## src/rtl/reg_dump_reader_pkg.sv

```systemverilog
// Shared types and constants for the register-bank dump reader.
// Holds FSM state encodings, the stream header marker and the byte-per-register helper.
package reg_dump_reader_pkg;

  typedef enum logic [2:0] {
    ST_IDLE = 3'd0,
    ST_REQ  = 3'd1,
    ST_WAIT = 3'd2,
    ST_SEND = 3'd3,
    ST_DONE = 3'd4,
    ST_HDR  = 3'd5
  } state_t;

  localparam logic [7:0] HDR_MAGIC = 8'hA5;

  localparam int DATA_SIZE_DEF = 32;
  localparam int BYTE_SIZE_DEF = 8;
  localparam int BYTES_PER_REG = DATA_SIZE_DEF / BYTE_SIZE_DEF;

  function automatic int idx_width(input int n);
    return (n > 1) ? $clog2(n) : 1;
  endfunction

endpackage

```

## src/rtl/reg_dump_reader_word_serializer.sv

```systemverilog
// Purpose: holds one register word and emits it MSB-first as bytes over valid/ready.
// Latency: first byte is presented the cycle after load; one byte per accepted handshake.
// Backpressure: byte and index hold while tx_ready is low; last_acc pulses on the final handshake.
module reg_dump_reader_word_serializer
  import reg_dump_reader_pkg::*;
#(
  parameter int DATA_SIZE = 32,
  parameter int BYTE_SIZE = 8
) (
  input  logic                 clk,
  input  logic                 rst_n,
  input  logic                 load,
  input  logic [DATA_SIZE-1:0] load_data,
  input  logic                 en,
  input  logic                 tx_ready,
  output logic [BYTE_SIZE-1:0] tx_data,
  output logic                 tx_valid,
  output logic                 last_acc
);

  localparam int BPR   = DATA_SIZE / BYTE_SIZE;
  localparam int IDX_W = idx_width(BPR);

  logic [DATA_SIZE-1:0] word;
  logic [DATA_SIZE-1:0] shifted;
  logic [IDX_W-1:0]     idx;
  logic                 at_last;

  assign at_last  = (idx == IDX_W'(BPR - 1));
  assign last_acc = en && tx_ready && at_last;
  assign tx_valid = en;

  // Shift the current byte up to the top so the slice position is constant.
  assign shifted  = word << (BYTE_SIZE * idx);
  assign tx_data  = en ? shifted[DATA_SIZE-1 -: BYTE_SIZE] : '0;

  always_ff @(posedge clk or negedge rst_n) begin
    if (!rst_n) begin
      word <= '0;
      idx  <= '0;
    end else if (load) begin
      word <= load_data;
      idx  <= '0;
    end else if (en && tx_ready) begin
      idx  <= at_last ? '0 : idx + 1'b1;
    end
  end

endmodule

```

## src/rtl/reg_dump_reader.sv

```systemverilog
// Purpose: walks bank registers 0..NUM_REGS-1 over the debug read port and streams them as bytes (REG_DUMP_HEADER_EN adds an A5/count header).
// Latency: start edge k -> read strobe in cycle k+1 -> first byte in cycle k+3 (k+1 with header).
// Backpressure: every byte waits for i_tx_ready; the walk stalls in SEND, nothing is dropped.
module reg_dump_reader
  import reg_dump_reader_pkg::*;
#(
  parameter int DATA_SIZE = 32,
  parameter int REG_SIZE  = 5,
  parameter int NUM_REGS  = 32,
  parameter int BYTE_SIZE = 8
) (
  input  logic                 i_clock,
  input  logic                 i_reset,
  input  logic                 i_start,
  input  logic [DATA_SIZE-1:0] i_rb_data,
  output logic                 o_rb_read_enable,
  output logic [REG_SIZE-1:0]  o_rb_read_addr,
  output logic [BYTE_SIZE-1:0] o_tx_data,
  output logic                 o_tx_valid,
  input  logic                 i_tx_ready,
  output logic                 o_busy,
  output logic                 o_done
);

  localparam logic [REG_SIZE-1:0] LAST_REG = REG_SIZE'(NUM_REGS - 1);

  state_t                state, state_nxt;
  logic [REG_SIZE-1:0]   counter, counter_nxt;
  logic                  ser_load, ser_en, ser_last, ser_valid;
  logic [BYTE_SIZE-1:0]  ser_data;

`ifdef REG_DUMP_HEADER_EN
  localparam state_t               START_STATE = ST_HDR;
  localparam logic [BYTE_SIZE-1:0] HDR_B0      = BYTE_SIZE'(HDR_MAGIC);
  localparam logic [BYTE_SIZE-1:0] HDR_B1      = BYTE_SIZE'(NUM_REGS % 256);

  logic hdr_idx, hdr_idx_nxt;

  always_ff @(posedge i_clock or negedge i_reset) begin
    if (!i_reset) hdr_idx <= 1'b0;
    else          hdr_idx <= hdr_idx_nxt;
  end
`else
  localparam state_t START_STATE = ST_REQ;
`endif

  reg_dump_reader_word_serializer #(
    .DATA_SIZE (DATA_SIZE),
    .BYTE_SIZE (BYTE_SIZE)
  ) u_ser (
    .clk       (i_clock),
    .rst_n     (i_reset),
    .load      (ser_load),
    .load_data (i_rb_data),
    .en        (ser_en),
    .tx_ready  (i_tx_ready),
    .tx_data   (ser_data),
    .tx_valid  (ser_valid),
    .last_acc  (ser_last)
  );

  always_ff @(posedge i_clock or negedge i_reset) begin
    if (!i_reset) begin
      state   <= ST_IDLE;
      counter <= '0;
    end else begin
      state   <= state_nxt;
      counter <= counter_nxt;
    end
  end

  always_comb begin
    state_nxt        = state;
    counter_nxt      = counter;
    ser_load         = 1'b0;
    ser_en           = 1'b0;
    o_rb_read_enable = 1'b0;
    o_rb_read_addr   = '0;
    o_tx_valid       = 1'b0;
    o_tx_data        = '0;
    o_busy           = 1'b0;
    o_done           = 1'b0;
`ifdef REG_DUMP_HEADER_EN
    hdr_idx_nxt      = hdr_idx;
`endif
    case (state)
      ST_IDLE: begin
        if (i_start) begin
          counter_nxt = '0;
          state_nxt   = START_STATE;
        end
      end
`ifdef REG_DUMP_HEADER_EN
      ST_HDR: begin
        o_busy     = 1'b1;
        o_tx_valid = 1'b1;
        o_tx_data  = hdr_idx ? HDR_B1 : HDR_B0;
        if (i_tx_ready) begin
          hdr_idx_nxt = ~hdr_idx;
          if (hdr_idx) state_nxt = ST_REQ;
        end
      end
`endif
      ST_REQ: begin
        o_busy           = 1'b1;
        o_rb_read_enable = 1'b1;
        o_rb_read_addr   = counter;
        state_nxt        = ST_WAIT;
      end
      ST_WAIT: begin
        // Bank data is only valid this cycle; the serializer captures it at the edge.
        o_busy    = 1'b1;
        ser_load  = 1'b1;
        state_nxt = ST_SEND;
      end
      ST_SEND: begin
        o_busy     = 1'b1;
        ser_en     = 1'b1;
        o_tx_valid = ser_valid;
        o_tx_data  = ser_data;
        if (ser_last) begin
          if (counter == LAST_REG) begin
            state_nxt = ST_DONE;
          end else begin
            counter_nxt = counter + 1'b1;
            state_nxt   = ST_REQ;
          end
        end
      end
      ST_DONE: begin
        o_done      = 1'b1;
        counter_nxt = '0;
        state_nxt   = ST_IDLE;
      end
      default: state_nxt = ST_IDLE;
    endcase
  end

endmodule

```

## config.mk

```make
export PLATFORM = sky130hd
export DESIGN_NAME = reg_dump_reader
export DESIGN_NICKNAME = d
export VERILOG_FILES = /design/src/rtl/reg_dump_reader_pkg.sv /design/src/rtl/reg_dump_reader_word_serializer.sv /design/src/rtl/reg_dump_reader.sv
export SDC_FILE = /design/constraint.sdc
export NUM_CORES = 1
export LEC_CHECK = 0
export CORE_ASPECT_RATIO = 1.4
export CORE_MARGIN = 4
export CORE_UTILIZATION = 35
export DETAILED_ROUTE_END_ITERATION = 6
export DONT_BUFFER_PORTS = 1
export PLACE_DENSITY = 0.48
export SLEW_MARGIN = 20
export SYNTH_ARGS = -nofsm -noshare
export SYNTH_HDL_FRONTEND = slang
export SYNTH_HIERARCHICAL = 1
export SYNTH_SLANG_ARGS = --single-unit
```

## constraint.sdc

```tcl
create_clock -name i_clock -period 6.4 [get_ports i_clock]
set_input_delay 0.64 -clock i_clock [delete_from_list [all_inputs] [get_ports i_clock]]
set_output_delay 0.64 -clock i_clock [all_outputs]
set_load 0.05 [all_outputs]
```

==> results.sh, run 1 <==
export IMPL_status="complete, no violations"
export IMPL_setup_tns_ns=0
export IMPL_pwr_share_seq=0.368
export IMPL_fillCellCount=594
export IMPL_syn_avg_cell_area_um2=13.0
export IMPL_skew_ns=0.00533
export IMPL_min_path_type="input pin to async pin"
export IMPL_track_usage=0.124
export IMPL_cpLargestDelayFamily="simple AND/OR/NAND/NOR gates"
export IMPL_critical_path_max_stage_delay_ns=0.67
export IMPL_totalWireLength_um=4460
export IMPL_crit_path_start_kind="register"
export IMPL_firstDrtPassIters=4
export IMPL_wl_per_cell_um=18.3
export IMPL_power_leakage_uw=0.00103
export IMPL_slew_headroom=0.296
export IMPL_dieArea_um2=7810
export IMPL_grt_pass1_wl_um=7200
export IMPL_multiInputGateArea_um2=1100
export IMPL_cp_cell_sequence="and3b_1, nand2b_1, o22ai_1, and2_1"
export IMPL_finalWeightedCongestion=0.715
export IMPL_ys_ff_latch=42
export IMPL_drv_cap=0
export IMPL_crit_type="register to primary output"
export IMPL_die_x_um=75.9
export IMPL_final_common_cell="dfrtp_1"
export IMPL_regArea_um2=1050
export IMPL_postCtsSetupRepairBufs=0
export IMPL_synthCells=173
export IMPL_finalCriticalPeriod_ns=3.15
export IMPL_ctsHtreeMaxLevel=2
export IMPL_syn_nets=212
export IMPL_final_util=0.375
export IMPL_p_int_uw=757
export IMPL_vias=1292
export IMPL_p_per_area_nw_per_um2=565
export IMPL_holdBufCountCts=0
export IMPL_cts_tree="done"
export IMPL_antenna_found_initial=0
export IMPL_drc=0
export IMPL_ys_warn_count=6
export IMPL_max_freq_ghz=0.317
export IMPL_numCtsBuffers=5
export IMPL_path_clk_slew_ns=0.08
export IMPL_antenna_cells=0
export IMPL_fin_total_pwr_uw=1330
export IMPL_p_comb_frac=0.499
export IMPL_syn2layout_area_growth_pct=3.94
export IMPL_cp_num_buf_inv=0
export IMPL_numPortBuffers=0
export IMPL_fin_nets=209
export IMPL_critPathMaxFanout=22
export IMPL_cts_resized=0
export IMPL_rows=34
export IMPL_cts_sinks=42
export IMPL_synth_distinct_cells=31
export IMPL_core_area_um2=6250
export IMPL_clk_latency_ns=0.29
export IMPL_drive_above_1_share=0.269
export IMPL_worstPathRequired_ns=5.76
export IMPL_vdd_drop_max_v=0.000245
export IMPL_finalSetupViolCount=0
export IMPL_die_y_um=103
export IMPL_grt_overflow_total=0
export IMPL_rsz0062_at_grt="no"
export IMPL_cts_root_buffer="clkbuf_8"
export IMPL_cp_end_kind="primary output"
export IMPL_synth_area_um2=2260
export IMPL_period_share=0.493
export IMPL_dp_hpwl_um=3290
export IMPL_p_sw_frac=0.429
export IMPL_io_pins=53
export IMPL_final_cell_mix="42 x dfrtp_1, 28 x mux2_4, 16 x mux2i_1"
export IMPL_drt_iter0_markers=42
export IMPL_cp_slowest_cell="and3b_1"
export IMPL_final_max_slew_viol_count=0
export IMPL_p_sw_uw=569
export IMPL_clockPowerShare=0.133
export IMPL_grt_max_degree=43
export IMPL_cts_max_path_buffers=2
export IMPL_grt_pass1_vias=1417
export IMPL_ant_nets=0
export IMPL_drt_vias_per_instance=5.32
export IMPL_max_slew_worst_pin_slew_ns=1.05
export IMPL_yosysSeqAreaShare=0.466
export IMPL_initial_core_util=0.361
export IMPL_hold_violations=0
export IMPL_cp_data_arrival_time_ns=2.51
[cell type report]
type	count	share of cell area
multi-input cells	119	0.470
flip-flops and latches	42	0.448
well taps	72	0.0384
clock buffers	7	0.0368
repair buffers	1	0.00320
clock inverters	1	0.00213
inverters	1	0.00160
[final timing paths]
kind,from,end,slack (ns),cells past startpoint
setup / recovery,state[2],o_tx_data[7],3.25,4
hold / removal,i_reset,counter[2],0.04,0
setup reg to reg,u_ser/idx[1],counter[3],3.79,6
hold reg to reg,counter[4],counter[4],0.51,2
max in group asynchronous,i_reset,u_ser/word[9],6.27,0
min in group i_clock,i_rb_data[24],u_ser/word[24],0.49,1
[cells in the mapped netlist]
library cell / n / area [um2]
or2_1: 1 / 6.26
nand3_1: 6 / 30.0
nand2b_1: 3 / 18.8
a21oi_1: 2 / 10.0
and3_1: 3 / 18.8
dfrtp_1: 42 / 1050
and2_1: 15 / 93.8
nor2b_1: 1 / 6.26
o22ai_1: 9 / 56.3
nand2_1: 8 / 30.0
mux2_4: 28 / 420
o21ai_0: 3 / 15.0
buf_6: 6 / 67.6
nand4b_4: 1 / 23.8
buf_1: 1 / 3.75
buf_4: 2 / 15.0
and3b_1: 1 / 8.76
nand4bb_1: 1 / 11.3
a21bo_2: 2 / 20.0
mux2_2: 4 / 45.0
nor2_1: 6 / 22.5
inv_1: 1 / 3.75
nor3b_1: 2 / 15.0
mux2i_1: 16 / 160
nor3_1: 1 / 5.00
clkbuf_1: 1 / 3.75
o22a_4: 1 / 17.5
or4b_1: 1 / 10.0
a2bb2oi_1: 1 / 8.76
ha_1: 3 / 37.5
buf_12: 1 / 20.0
[metrics by stage]
step | worst slack [ns] | hold WS (ns) | instance area [um2] | std cells
floorplan | 3.36 | 0.344 | 2260 | 173
global placement | 3.65 | 0.346 | 2250 | 235
detailed placement | 3.55 | 0.346 | 2250 | 235
CTS | 3.22 | 0.0263 | 2340 | 243
global route | 3.01 | 0.0181 | 2340 | 243
finish | 3.25 | 0.0368 | 2340 | 243
[kinds of logic after synthesis]
logic type	synth area share
mux	0.277
flops	0.466
buf+inv	0.0505
simple gates	0.133
compound gates	0.0566
fa+ha+maj	0.0166
[sequential cells by signal, summed over array words and instances, names as in the netlist]
signal	flops
state	3
counter	5
u_ser/idx	2
u_ser/word	32
[metal layers]
metal | GRT usage | vias up | share of wire
li1 | - | 608 | -
met3 | 0.0498 | 5 | 0.081
met5 | 0 | - | 0
met4 | 0.0404 | 0 | 0.014
met2 | 0.204 | 41 | 0.51
met1 | 0.144 | 638 | 0.39
[worst register-to-register path, stage by stage (launching register included)]
cell	delay (ns)
dfrtp_1	0.94
ha_1	0.32
and3_1	0.26
nand4b_4	0.14
o22a_4	0.27
or4b_1	0.52
nand3_1	0.10
[power by group through the flow]
stage	clock network (uW)	registers, uW	logic [uW]
floorplan	0	442	647
global placement	0	487	662
detailed placement	0	494	671
CTS	183	490	673
global route	193	505	710
finish	176	488	662
No activity file was read; power rests on OpenSTA's default activity.
==> inputs of run 2 (changes only) <==
Clock period 6.4 ns to 3.23 ns, I/O delays scaled along.
==> run 2 against run 1 <==
- sequential power is 89% higher
- clock skew is 0.0026 ns lower
- non-clock buffer count is 5 higher
- utilization is 0.84 points higher
- largest power group unchanged
- first-iteration DRC count is 52% higher
- register-to-register slack worse by 3.0 ns
- critical endpoint is now o_tx_data[0]
- critical path depth stayed put
- worst setup slack worse by 2.7 ns
==> results.sh, run 2 (synthesized netlist as in run 1, its figures left out) <==
export IMPL_status="complete, no violations"
export IMPL_firstDrtPassIters=4
export IMPL_largest_register_ffs=32
export IMPL_min_path_type="input pin to register"
export IMPL_cp_data_arrival_time_ns=2.38
export IMPL_postCtsSetupRepairBufs=0
export IMPL_cts_max_path_buffers=2
export IMPL_track_usage=0.128
export IMPL_drive_above_1_share=0.284
export IMPL_clk_latency_ns=0.29
export IMPL_power_leakage_uw=0.00106
export IMPL_dieArea_um2=7810
export IMPL_max_freq_ghz=0.371
export IMPL_io_pins=53
export IMPL_top_register="u_ser/word"
export IMPL_wl_per_cell_um=18.6
export IMPL_cts_sinks=42
export IMPL_grt_pass1_wl_um=7410
export IMPL_syn2layout_area_growth_pct=6.27
export IMPL_p_int_uw=1510
export IMPL_final_common_cell="dfrtp_1"
export IMPL_drc=0
export IMPL_die_x_um=75.9
export IMPL_totalWireLength_um=4620
export IMPL_worstPathRequired_ns=2.91
export IMPL_p_per_area_nw_per_um2=1110
export IMPL_drt_iter0_markers=64
export IMPL_hold_violations=0
export IMPL_setup_tns_ns=0
export IMPL_grt_max_degree=43
export IMPL_grt_overflow_total=0
export IMPL_final_max_slew_viol_count=0
export IMPL_numPortBuffers=0
export IMPL_p_comb_frac=0.523
export IMPL_period_share=0.835
export IMPL_finalWeightedCongestion=0.755
export IMPL_largest_registers="u_ser/word: 32 flops, counter: 5 flops, state: 3 flops"
export IMPL_cp_end_kind="primary output"
export IMPL_fin_area_um2=2400
export IMPL_antenna_found_initial=0
export IMPL_ctsHtreeMaxLevel=2
export IMPL_crit_type="register to primary output"
export IMPL_vias=1302
export IMPL_slew_headroom=0.407
export IMPL_max_slew_worst_pin_slew_ns=0.886
export IMPL_clockPowerShare=0.130
export IMPL_path_clk_slew_ns=0.08
export IMPL_p_sw_frac=0.430
export IMPL_cts_root_buffer="clkbuf_8"
export IMPL_rsz0062_at_grt="no"
export IMPL_dp_hpwl_um=3360
export IMPL_grt_pass1_vias=1476
export IMPL_fin_nets=214
export IMPL_critPathMaxFanout=17
export IMPL_finalCriticalPeriod_ns=2.70
export IMPL_pwr_share_seq=0.347
export IMPL_antenna_cells=0
export IMPL_core_area_um2=6250
export IMPL_drv_cap=0
export IMPL_dpl_instance_area_um2=2280
export IMPL_p_sw_uw=1140
export IMPL_vdd_drop_max_v=0.000367
export IMPL_final_cell_mix="42 x dfrtp_1, 28 x mux2_4, 16 x mux2i_1"
export IMPL_rows=34
export IMPL_skew_ns=0.00278
export IMPL_finalSetupViolCount=0
export IMPL_initial_core_util=0.361
export IMPL_holdBufCountCts=2
export IMPL_crit_path_start_kind="register"
export IMPL_cts_resized=0
export IMPL_numCtsBuffers=5
export IMPL_cts_tree="done"
export IMPL_die_y_um=103
export IMPL_ant_nets=0
export IMPL_drt_vias_per_instance=5.25
-- run 2: cell types whose count changed in the layout (fill, tap and decap cells not counted) --
cell and delta:
buf_4 +3, buf_12 +1, dlygate4sd3_1 +1
-- run 2: layout make-up --
type | instances | area [um2]
Timing Repair Buffer | 6 | 60.1
Multi-Input combinational cell | 119 | 1100
Tap cell | 72 | 90.1
Clock buffer | 7 | 86.3
Fill cell | 593 | 3860
Clock inverter | 1 | 5.00
Inverter | 1 | 3.75
Sequential cell | 42 | 1050
-- run 2: power groups by stage --
stage                     Sequential [uW]  Clock [uW]  Combinational (uW)
after global routing                  949         377                1500
after detailed placement              930           0                1390
after floorplan                       877           0                1280
final                                 922         346                1390
after CTS                             923         365                1420
after global placement                919           0                1380
-- run 2: critical path, cell delays in order, from the launching register on --
cell,delay (ns)
dfrtp_1,0.53
and3b_1,0.53
nand2_1,0.34
o22ai_1,0.20
and2_1,0.49
-- run 2: worst paths after layout --
kind | to | from | cells after the start | slack (ns)
min in group asynchronous | state[1] | i_reset | 2 | 0.49
min reg2reg | u_ser/word[18] | u_ser/word[18] | 1 | 0.51
min | u_ser/word[22] | i_rb_data[22] | 1 | 0.17
max | o_tx_data[0] | state[1] | 4 | 0.53
max in group asynchronous | u_ser/word[13] | i_reset | 2 | 2.54
max reg2reg | counter[3] | state[1] | 6 | 0.76
-- run 2: layer usage --
| metal | up-vias | track usage | wire (um) |
|---|---|---|---|
| met4 | 0 | 0.0565 | 89 |
| met2 | 47 | 0.215 | 2350 |
| met1 | 629 | 0.143 | 1840 |
| li1 | 617 | - | - |
| met5 | - | 0 | 0 |
| met3 | 9 | 0.0478 | 334 |
-- run 2: stage by stage --
stage	setup WS [ns]	util	hold slack, ns	instances	power, uW
after floorplan	0.509	-	0.0274	173	2160
after global placement	0.873	0.364	0.0289	238	2300
after detailed placement	0.736	0.364	0.0285	238	2320
after CTS	0.469	0.383	0.157	248	2700
after global routing	0.189	0.383	0.156	248	2820
final	0.532	0.383	0.169	248	2660
